===== src/rtl/psc_pkg.sv =====
// Shared types for the stpt DAC setpoint sequencer: opmode decode, FSM states, DAC code width.
package psc_pkg;

    localparam int unsigned DAC_W = 20;

    // Opmodes 1 and 2 are not named; anything other than OP_JUMP behaves as OP_SMOOTH.
    typedef enum logic [1:0] {
        OP_SMOOTH = 2'd0,
        OP_JUMP   = 2'd3
    } opmode_t;

    typedef enum logic [2:0] {
        StIdle,
        StSlew,
        StRampRd,
        StRampWait,
        StRampIssue
    } seq_state_t;

endpackage


===== src/rtl/dac_stpt_sequencer_if.sv =====
// Valid/ready stream from the setpoint sequencer to the DAC serial writer.
interface dac_stpt_sequencer_if
    import psc_pkg::*;
#(
    parameter int unsigned DATA_W = DAC_W
);
    logic [DATA_W-1:0] dac_data;
    logic              dac_valid;
    logic              dac_ready;

    modport master (
        output dac_data,
        output dac_valid,
        input  dac_ready
    );

    modport slave (
        input  dac_data,
        input  dac_valid,
        output dac_ready
    );
endinterface


===== src/rtl/dac_slew_limiter.sv =====
// Combinational slew step: moves cur toward target by at most slew_step, never overshooting.
module dac_slew_limiter #(
    parameter int unsigned DATA_W = 20
) (
    input  logic [DATA_W-1:0] target,
    input  logic [DATA_W-1:0] cur,
    input  logic [DATA_W-1:0] slew_step,
    output logic [DATA_W-1:0] next_val
);
    // One extra bit so target-cur cannot wrap for full-scale two's complement codes.
    logic signed [DATA_W:0] diff;
    logic signed [DATA_W:0] step;
    logic signed [DATA_W:0] delta;
    logic signed [DATA_W:0] sum;
    logic                   unused_sum_msb;

    always_comb begin
        diff = {target[DATA_W-1], target} - {cur[DATA_W-1], cur};
        step = {1'b0, slew_step};
        if (diff > step) begin
            delta = step;
        end else if (diff < -step) begin
            delta = -step;
        end else begin
            delta = diff;
        end
        sum      = {cur[DATA_W-1], cur} + delta;
        next_val = sum[DATA_W-1:0];
    end

    // Result lies between cur and target, so the extension bit carries no information.
    assign unused_sum_msb = sum[DATA_W];

endmodule


===== src/rtl/dac_stpt_sequencer.sv =====
// Per-channel setpoint sequencer (JUMP / SMOOTH / RAMP) feeding the stpt DAC writer.
// Build option RAMP_TRIG_EN: a rising edge on trig starts ramp playback like ramp_run.
module dac_stpt_sequencer
    import psc_pkg::*;
#(
    parameter int unsigned DATA_W = DAC_W,
    parameter int unsigned ADDR_W = 14
) (
    input  logic                  clk,
    input  logic                  reset_n,
    input  logic [1:0]            opmode,
    input  logic                  stpt_wr,
    input  logic [DATA_W-1:0]     stpt,
    input  logic [DATA_W-1:0]     slew_step,
    input  logic [ADDR_W:0]       ramp_len,
    input  logic                  ramp_run,
    input  logic                  trig,
    input  logic                  tick,
    output logic [ADDR_W-1:0]     rt_addr,
    input  logic [DATA_W-1:0]     rt_rdata,
    dac_stpt_sequencer_if.master  dac,
    output logic                  ramp_active,
    output logic                  ramp_done,
    output logic [15:0]           tick_ovr,
    output logic                  wr_drop
);
    localparam logic [ADDR_W:0] MaxLen = {1'b1, {ADDR_W{1'b0}}};
    localparam logic [ADDR_W:0] IdxOne = {{ADDR_W{1'b0}}, 1'b1};

    seq_state_t        state_q, state_d;
    logic [DATA_W-1:0] cur_q, cur_d, target_q, target_d, dac_data_q, dac_data_d;
    logic [ADDR_W:0]   idx_q, idx_d, len_q, len_d, idx_inc;
    logic              dac_valid_q, dac_valid_d, ramp_done_q, ramp_done_d;
    logic              jump_pend_q, jump_pend_d, wr_drop_q, wr_drop_d;
    logic [15:0]       tick_ovr_q, tick_ovr_d;

    logic              is_jump, in_ramp, slot_free, tick_ok, accept, start_req;
    logic              ramp_start, smooth_wr, slew_go, last_entry;
    logic [DATA_W-1:0] target_eff, slew_next;

`ifdef RAMP_TRIG_EN
    logic trig_q;
    always_ff @(posedge clk) begin
        if (!reset_n) trig_q <= 1'b0;
        else          trig_q <= trig;
    end
    assign start_req = ramp_run | (trig & ~trig_q);
`else
    logic unused_trig;
    assign unused_trig = trig;
    assign start_req   = ramp_run;
`endif

    assign is_jump    = (opmode == OP_JUMP);
    assign in_ramp    = (state_q == StRampRd) || (state_q == StRampWait) ||
                        (state_q == StRampIssue);
    assign accept     = dac_valid_q && dac.dac_ready;
    // The output slot can take a new value if empty or being accepted this clock.
    assign slot_free  = !dac_valid_q || dac.dac_ready;
    assign tick_ok    = tick && slot_free;
    assign ramp_start = start_req && !is_jump && !in_ramp && (ramp_len != '0);
    assign smooth_wr  = stpt_wr && !is_jump && !in_ramp;
    assign slew_go    = !is_jump && !ramp_start && tick_ok && ((state_q == StSlew) || smooth_wr);
    assign target_eff = smooth_wr ? stpt : target_q;
    assign idx_inc    = idx_q + IdxOne;
    assign last_entry = (idx_inc == len_q);

    dac_slew_limiter #(
        .DATA_W (DATA_W)
    ) u_slew (
        .target    (target_eff),
        .cur       (cur_q),
        .slew_step (slew_step),
        .next_val  (slew_next)
    );

    always_ff @(posedge clk) begin
        if (!reset_n) state_q <= StIdle;
        else          state_q <= state_d;
    end

    always_comb begin
        state_d = state_q;
        unique case (state_q)
            StIdle, StSlew: begin
                if (is_jump) begin
                    state_d = StIdle;
                end else if (ramp_start) begin
                    state_d = StRampRd;
                end else begin
                    if (smooth_wr) state_d = StSlew;
                    if (slew_go && (slew_next == target_eff)) state_d = StIdle;
                end
            end
            StRampRd:    state_d = is_jump ? StIdle : StRampWait;
            StRampWait: begin
                if (is_jump)      state_d = StIdle;
                else if (tick_ok) state_d = StRampIssue;
            end
            StRampIssue: begin
                if (is_jump)     state_d = StIdle;
                else if (accept) state_d = last_entry ? StIdle : StRampRd;
            end
            default:     state_d = StIdle;
        endcase
    end

    always_comb begin
        rt_addr     = idx_q[ADDR_W-1:0];
        ramp_active = in_ramp;
    end

    always_comb begin
        cur_d       = cur_q;
        target_d    = target_q;
        idx_d       = idx_q;
        len_d       = len_q;
        dac_data_d  = dac_data_q;
        dac_valid_d = dac_valid_q && !dac.dac_ready;
        jump_pend_d = jump_pend_q;
        ramp_done_d = 1'b0;
        tick_ovr_d  = tick_ovr_q;
        wr_drop_d   = wr_drop_q;

        if (tick && !slot_free && (tick_ovr_q != 16'hFFFF)) tick_ovr_d = tick_ovr_q + 16'd1;
        if (stpt_wr && in_ramp && !is_jump) wr_drop_d = 1'b1;

        if (is_jump) begin
            // A jump that finds the slot busy is remembered and issued once it frees up.
            if (stpt_wr) begin
                cur_d       = stpt;
                target_d    = stpt;
                jump_pend_d = 1'b1;
            end
            if ((stpt_wr || jump_pend_q) && slot_free) begin
                dac_data_d  = stpt_wr ? stpt : cur_q;
                dac_valid_d = 1'b1;
                jump_pend_d = 1'b0;
            end
        end else begin
            jump_pend_d = 1'b0;
            if (ramp_start) begin
                idx_d = '0;
                len_d = (ramp_len > MaxLen) ? MaxLen : ramp_len;
            end else if (smooth_wr) begin
                target_d = stpt;
            end
            if (slew_go) begin
                cur_d       = slew_next;
                dac_data_d  = slew_next;
                dac_valid_d = 1'b1;
            end
            if ((state_q == StRampWait) && tick_ok) begin
                dac_data_d  = rt_rdata;
                dac_valid_d = 1'b1;
            end
            if ((state_q == StRampIssue) && accept) begin
                cur_d = dac_data_q;
                idx_d = idx_inc;
                if (last_entry) begin
                    target_d    = dac_data_q;
                    ramp_done_d = 1'b1;
                end
            end
        end
    end

    always_ff @(posedge clk) begin
        if (!reset_n) begin
            cur_q       <= '0;
            target_q    <= '0;
            idx_q       <= '0;
            len_q       <= '0;
            dac_data_q  <= '0;
            dac_valid_q <= 1'b0;
            jump_pend_q <= 1'b0;
            ramp_done_q <= 1'b0;
            tick_ovr_q  <= '0;
            wr_drop_q   <= 1'b0;
        end else begin
            cur_q       <= cur_d;
            target_q    <= target_d;
            idx_q       <= idx_d;
            len_q       <= len_d;
            dac_data_q  <= dac_data_d;
            dac_valid_q <= dac_valid_d;
            jump_pend_q <= jump_pend_d;
            ramp_done_q <= ramp_done_d;
            tick_ovr_q  <= tick_ovr_d;
            wr_drop_q   <= wr_drop_d;
        end
    end

    assign dac.dac_data  = dac_data_q;
    assign dac.dac_valid = dac_valid_q;
    assign ramp_done     = ramp_done_q;
    assign tick_ovr      = tick_ovr_q;
    assign wr_drop       = wr_drop_q;

endmodule


===== src/flat_wrapper.sv =====
// flat-port wrapper written by rule: the top's interface ports become plain ports
module dac_stpt_sequencer_flat import psc_pkg::*;
#(
    parameter int unsigned DATA_W = DAC_W,
    parameter int unsigned ADDR_W = 14
)
  (clk, reset_n, opmode, stpt_wr, stpt, slew_step, ramp_len, ramp_run, trig, tick, rt_addr, rt_rdata, ramp_active, ramp_done, tick_ovr, wr_drop, dac_dac_data, dac_dac_valid, dac_dac_ready);
  dac_stpt_sequencer_if #(.DATA_W(DATA_W)) dac_i ();
  input  logic clk;
  input  logic reset_n;
  input  logic [1:0] opmode;
  input  logic stpt_wr;
  input  logic [DATA_W-1:0] stpt;
  input  logic [DATA_W-1:0] slew_step;
  input  logic [ADDR_W:0] ramp_len;
  input  logic ramp_run;
  input  logic trig;
  input  logic tick;
  output logic [ADDR_W-1:0] rt_addr;
  input  logic [DATA_W-1:0] rt_rdata;
  output logic ramp_active;
  output logic ramp_done;
  output logic [15:0] tick_ovr;
  output logic wr_drop;
  output wire logic [$bits(dac_i.dac_data)-1:0] dac_dac_data;
  output wire logic [$bits(dac_i.dac_valid)-1:0] dac_dac_valid;
  input wire logic [$bits(dac_i.dac_ready)-1:0] dac_dac_ready;
  assign dac_dac_data = dac_i.dac_data;
  assign dac_dac_valid = dac_i.dac_valid;
  assign dac_i.dac_ready = dac_dac_ready;
  dac_stpt_sequencer #(.DATA_W(DATA_W), .ADDR_W(ADDR_W)) u_core (.clk(clk), .reset_n(reset_n), .opmode(opmode), .stpt_wr(stpt_wr), .stpt(stpt), .slew_step(slew_step), .ramp_len(ramp_len), .ramp_run(ramp_run), .trig(trig), .tick(tick), .rt_addr(rt_addr), .rt_rdata(rt_rdata), .dac(dac_i), .ramp_active(ramp_active), .ramp_done(ramp_done), .tick_ovr(tick_ovr), .wr_drop(wr_drop));
endmodule

===== config.mk =====
export PLATFORM = sky130hd
export DESIGN_NAME = dac_stpt_sequencer_flat
export DESIGN_NICKNAME = d
export VERILOG_FILES = /design/src/rtl/psc_pkg.sv /design/src/rtl/dac_stpt_sequencer_if.sv /design/src/rtl/dac_slew_limiter.sv /design/src/rtl/dac_stpt_sequencer.sv /design/src/flat_wrapper.sv
export SDC_FILE = /design/constraint.sdc
export NUM_CORES = 1
export LEC_CHECK = 0
export ABC_AREA = 1
export BUFFER_PORTS_ARGS = -buffer_cell sky130_fd_sc_hd__buf_2
export CAP_MARGIN = 20
export CORE_ASPECT_RATIO = 1.25
export CORE_MARGIN = 2
export CORE_UTILIZATION = 35
export CTS_BUF_LIST = sky130_fd_sc_hd__clkbuf_8
export CTS_CLUSTER_DIAMETER = 200
export DETAILED_ROUTE_END_ITERATION = 16
export GPL_TIMING_DRIVEN = 0
export SETUP_SLACK_MARGIN = 0.1
export SLEW_MARGIN = 20
export SYNTH_ARGS = -nofsm -noshare
export SYNTH_HDL_FRONTEND = slang
export SYNTH_SLANG_ARGS = --single-unit
export TNS_END_PERCENT = 1

===== constraint.sdc =====
create_clock -name clk -period 20.6 [get_ports clk]
set_clock_uncertainty 0.05 [all_clocks]
set_input_delay 3.09 -clock clk [delete_from_list [all_inputs] [get_ports clk]]
set_output_delay 3.09 -clock clk [all_outputs]
set_load 0.02 [all_outputs]

==> metrics.md <==
| Metric | Value |
|---|---|
| Share of cells above drive strength 1 | 13.0% |
| Starting DRT DRC Count | 901 |
| Dpl ws | between 9 and 10 ns |
| Via Count | 12,100 |
| CTS Buffer Depth | 2 |
| Slew @ Worst Pin | approximately 0.87 ns |
| Top FF cell, synth | dfxtp_1 |
| Post-CTS Setup Bufs | 0 |
| Startpoint Class | primary input |
| Kind of end point of the critical path | flop |
| Largest net degree at the start of global routing | 17 |
| Seq cells post-synth | 113 |
| Most frequent CP cell | nand2_1 |
| Later-pin clock latency in the skew report | roughly 0.46 ns |
| Total CTS buffers | 17 |
| Clk pin slew, worst setup/hold paths | ~0.08 ns |
| Final period util | between 50% and 60% |
| Detailed-router iteration count before antenna repair | 6 |
| Final routed DRC violation total | 0 |
| Detailed placement HPWL | 33,000 um |
| Post-synthesis mux area share | 0% |
| Core ar. | 0.0307 mm^2 |
| # IOs | about 140 |
| Post-layout min period | roughly 11 ns |
| Final worst setup slack | approximately 10 ns |
| Final net count | ~2,000 |
| Xor and xnor area share after synthesis | 5.02% |
| Max-cap violation count | 0 |
| Status | complete, no violations |
| YS warnings | 0 |
| CTS Hold Bufs | 0 |
| Slowest cell delay on critical path | 0.54 ns |
| Total Routing Usage GR | between 20% and 30% |
| Layout area overhead | 14.5% |
| Sum Neg Setup Slack | 0 ns |
| DIE HEIGHT | between 200 and 250 um |
| Crit path DAT | 11.17 ns |
| Mean Syn Cell Area | roughly 6.3 um^2 |
| Vias in the first global route | between 10,000 and 15,000 |
| Fin. max-slew vios | 0 |
| Final setup viols | 0 |
| Setup CP Type | in -> reg |
| Largest family of logic cells by synthesized area | simple AND/OR/NAND/NOR gates |
| TritonCTS clock tree | done |
| Worst Hold Class | reg -> reg |
| Synthesized instance count | 1,723 |
| Port Buffers | around 140 |
| CTS Root Cell | clkbuf_8 |
| WL per Instance | between 15 and 20 um |
| Req. time, crit path | about 21 ns |
| Library cells used by synthesis | 57 |
| Simple-Gate Fraction of Synth Area | 26.8% |
| Synthesized-area fraction occupied by adder cells | 9.73% |
| CTS sink count | roughly 110 |
| Hold Fails Final Rpt | 0 |
| Site row count | 72 |
| Mapped Area | between 0.01 and 0.015 mm^2 |
| Congestion Overflow GR | 0 |
| Die area | 0.0324 mm^2 |
| Commonest non-fill, non-tap cell in the layout | nand2_1 |
| Seq/Total Area, Yosys | 20.9% |
| Die X | 161 um |
| Max-slew headroom | 41.8% |
| Worst path slowest cell | nor4_1 |
| RSZ-0062 raised after global routing | no |
| Htree depth | 4 |
| Critical path fanouts, max | 10 |
| Async set-reset flop share out of synthesis | 0% |
| Post-Route WL | ~40,000 um |
| Initial antenna violation count | 1 |
| Synth Area in Compound Gates | between 20% and 30% |
| Mapped Nets | roughly 1,900 |
| Commonest cells after routing, fill and taps aside | nand2_1 (328), inv_1 (277), nor2_1 (146) |
| Number of nets with antenna violations after routing | 0 |
| Final Wtd Congestion | ~0.94 |
| Fmax | around 92 MHz |
| Starting Density | 35.3% |
| Cts repair resizes | 0 |
| EDFF count, synth | 0 |
| First-pass GRT wire length | roughly 61,000 um |
| # fillers | between 3,000 and 4,000 |
| Via density | between 5 and 6 |
[Yosys cell counts (24+ instances only)]
master / number / share of area [%]
o211ai_1: 32 / 2.2
a21oi_1: 143 / 6.6
nand4_1: 24 / 1.4
nor2_1: 146 / 5.1
xor2_1: 42 / 3.4
ha_1: 81 / 9.4
o22ai_1: 39 / 2.3
inv_1: 275 / 9.5
dfxtp_1: 113 / 21
nand2_1: 328 / 11
nand3_1: 83 / 3.8
clkbuf_1: 43 / 1.5
o21ai_0: 128 / 5.9
[kinds of logic after synthesis]
logic type,Yosys count
AOI/OAI and AO/OA,449
xor gates and xnor gates,59
adders and majority gates,83
and+or+nand+nor,660
buffers and inverters,359
DFF,113
[final cells by class]
type	instances	area [um^2]	share of cell area [%]
well taps	407	509	4.11
repair buffers	135	676	5.45
diodes	1	2.50	0.0202
multi-input cells	1251	7130	57.5
clock buffers	19	262	2.11
inverters	286	1070	8.66
clock inverters	12	119	0.959
plain buffers	73	369	2.98
flip-flops and latches	113	2260	18.2
[final timing paths]
path,startpoint,end,slack [ns],depth (start not counted)
setup / recovery,stpt_wr,u_core.state_q[0]$_SDFFE_PN0P_,9.78,49
hold / removal,u_core.wr_drop$_SDFFE_PN0P_,u_core.wr_drop$_SDFFE_PN0P_,0.42,2
setup reg to reg,u_core.state_q[2]$_SDFFE_PN0P_,u_core.state_q[0]$_SDFFE_PN0P_,12.11,48
hold reg to reg,u_core.wr_drop$_SDFFE_PN0P_,u_core.wr_drop$_SDFFE_PN0P_,0.42,2
[per-layer routing]
metal | vias up | GRT usage, % | share of wire (%)
li1 | 6079 | - | -
met1 | 5540 | 28.0 | 41
met2 | 399 | 44.2 | 50
met3 | 74 | 2.87 | 5.0
met4 | 2 | 10.0 | 3.5
met5 | - | 0 | 0.045
[worst max-delay path, delay by kind of cell]
family | cells | cell delay, ns
AO/OA/AOI/OAI | 11 | 2.15
adder cells (fa/ha/maj) | 3 | 0.85
XOR/XNOR | 3 | 0.87
AND/OR/NAND/NOR | 23 | 2.78
buffers and inverters | 9 | 1.41
[state kept, by name, indices dropped and copies added (netlist names), 3 cells and up]
register and cells:
u_core.target_q 20, u_core.tick_ovr 16, u_core.state_q 3, u_core.idx_q 15
u_core.len_q 15, u_core.cur_q 20, u_core.dac.dac_data 20
[stage by stage]
step	instance area, um^2	util [%]	std cells	hold WS [ns]
floorplan	10800	-	1723	0.402
finish	12400	40.4	2297	0.422
detailed placement	12000	39.1	2265	0.407
CTS	12400	40.4	2296	0.433
global placement	12000	39.1	2265	0.405
global route	12400	40.4	2296	0.458
Power is not shown: default switching activity piles up to over one toggle a cycle in this logic, so the estimate is an artifact.
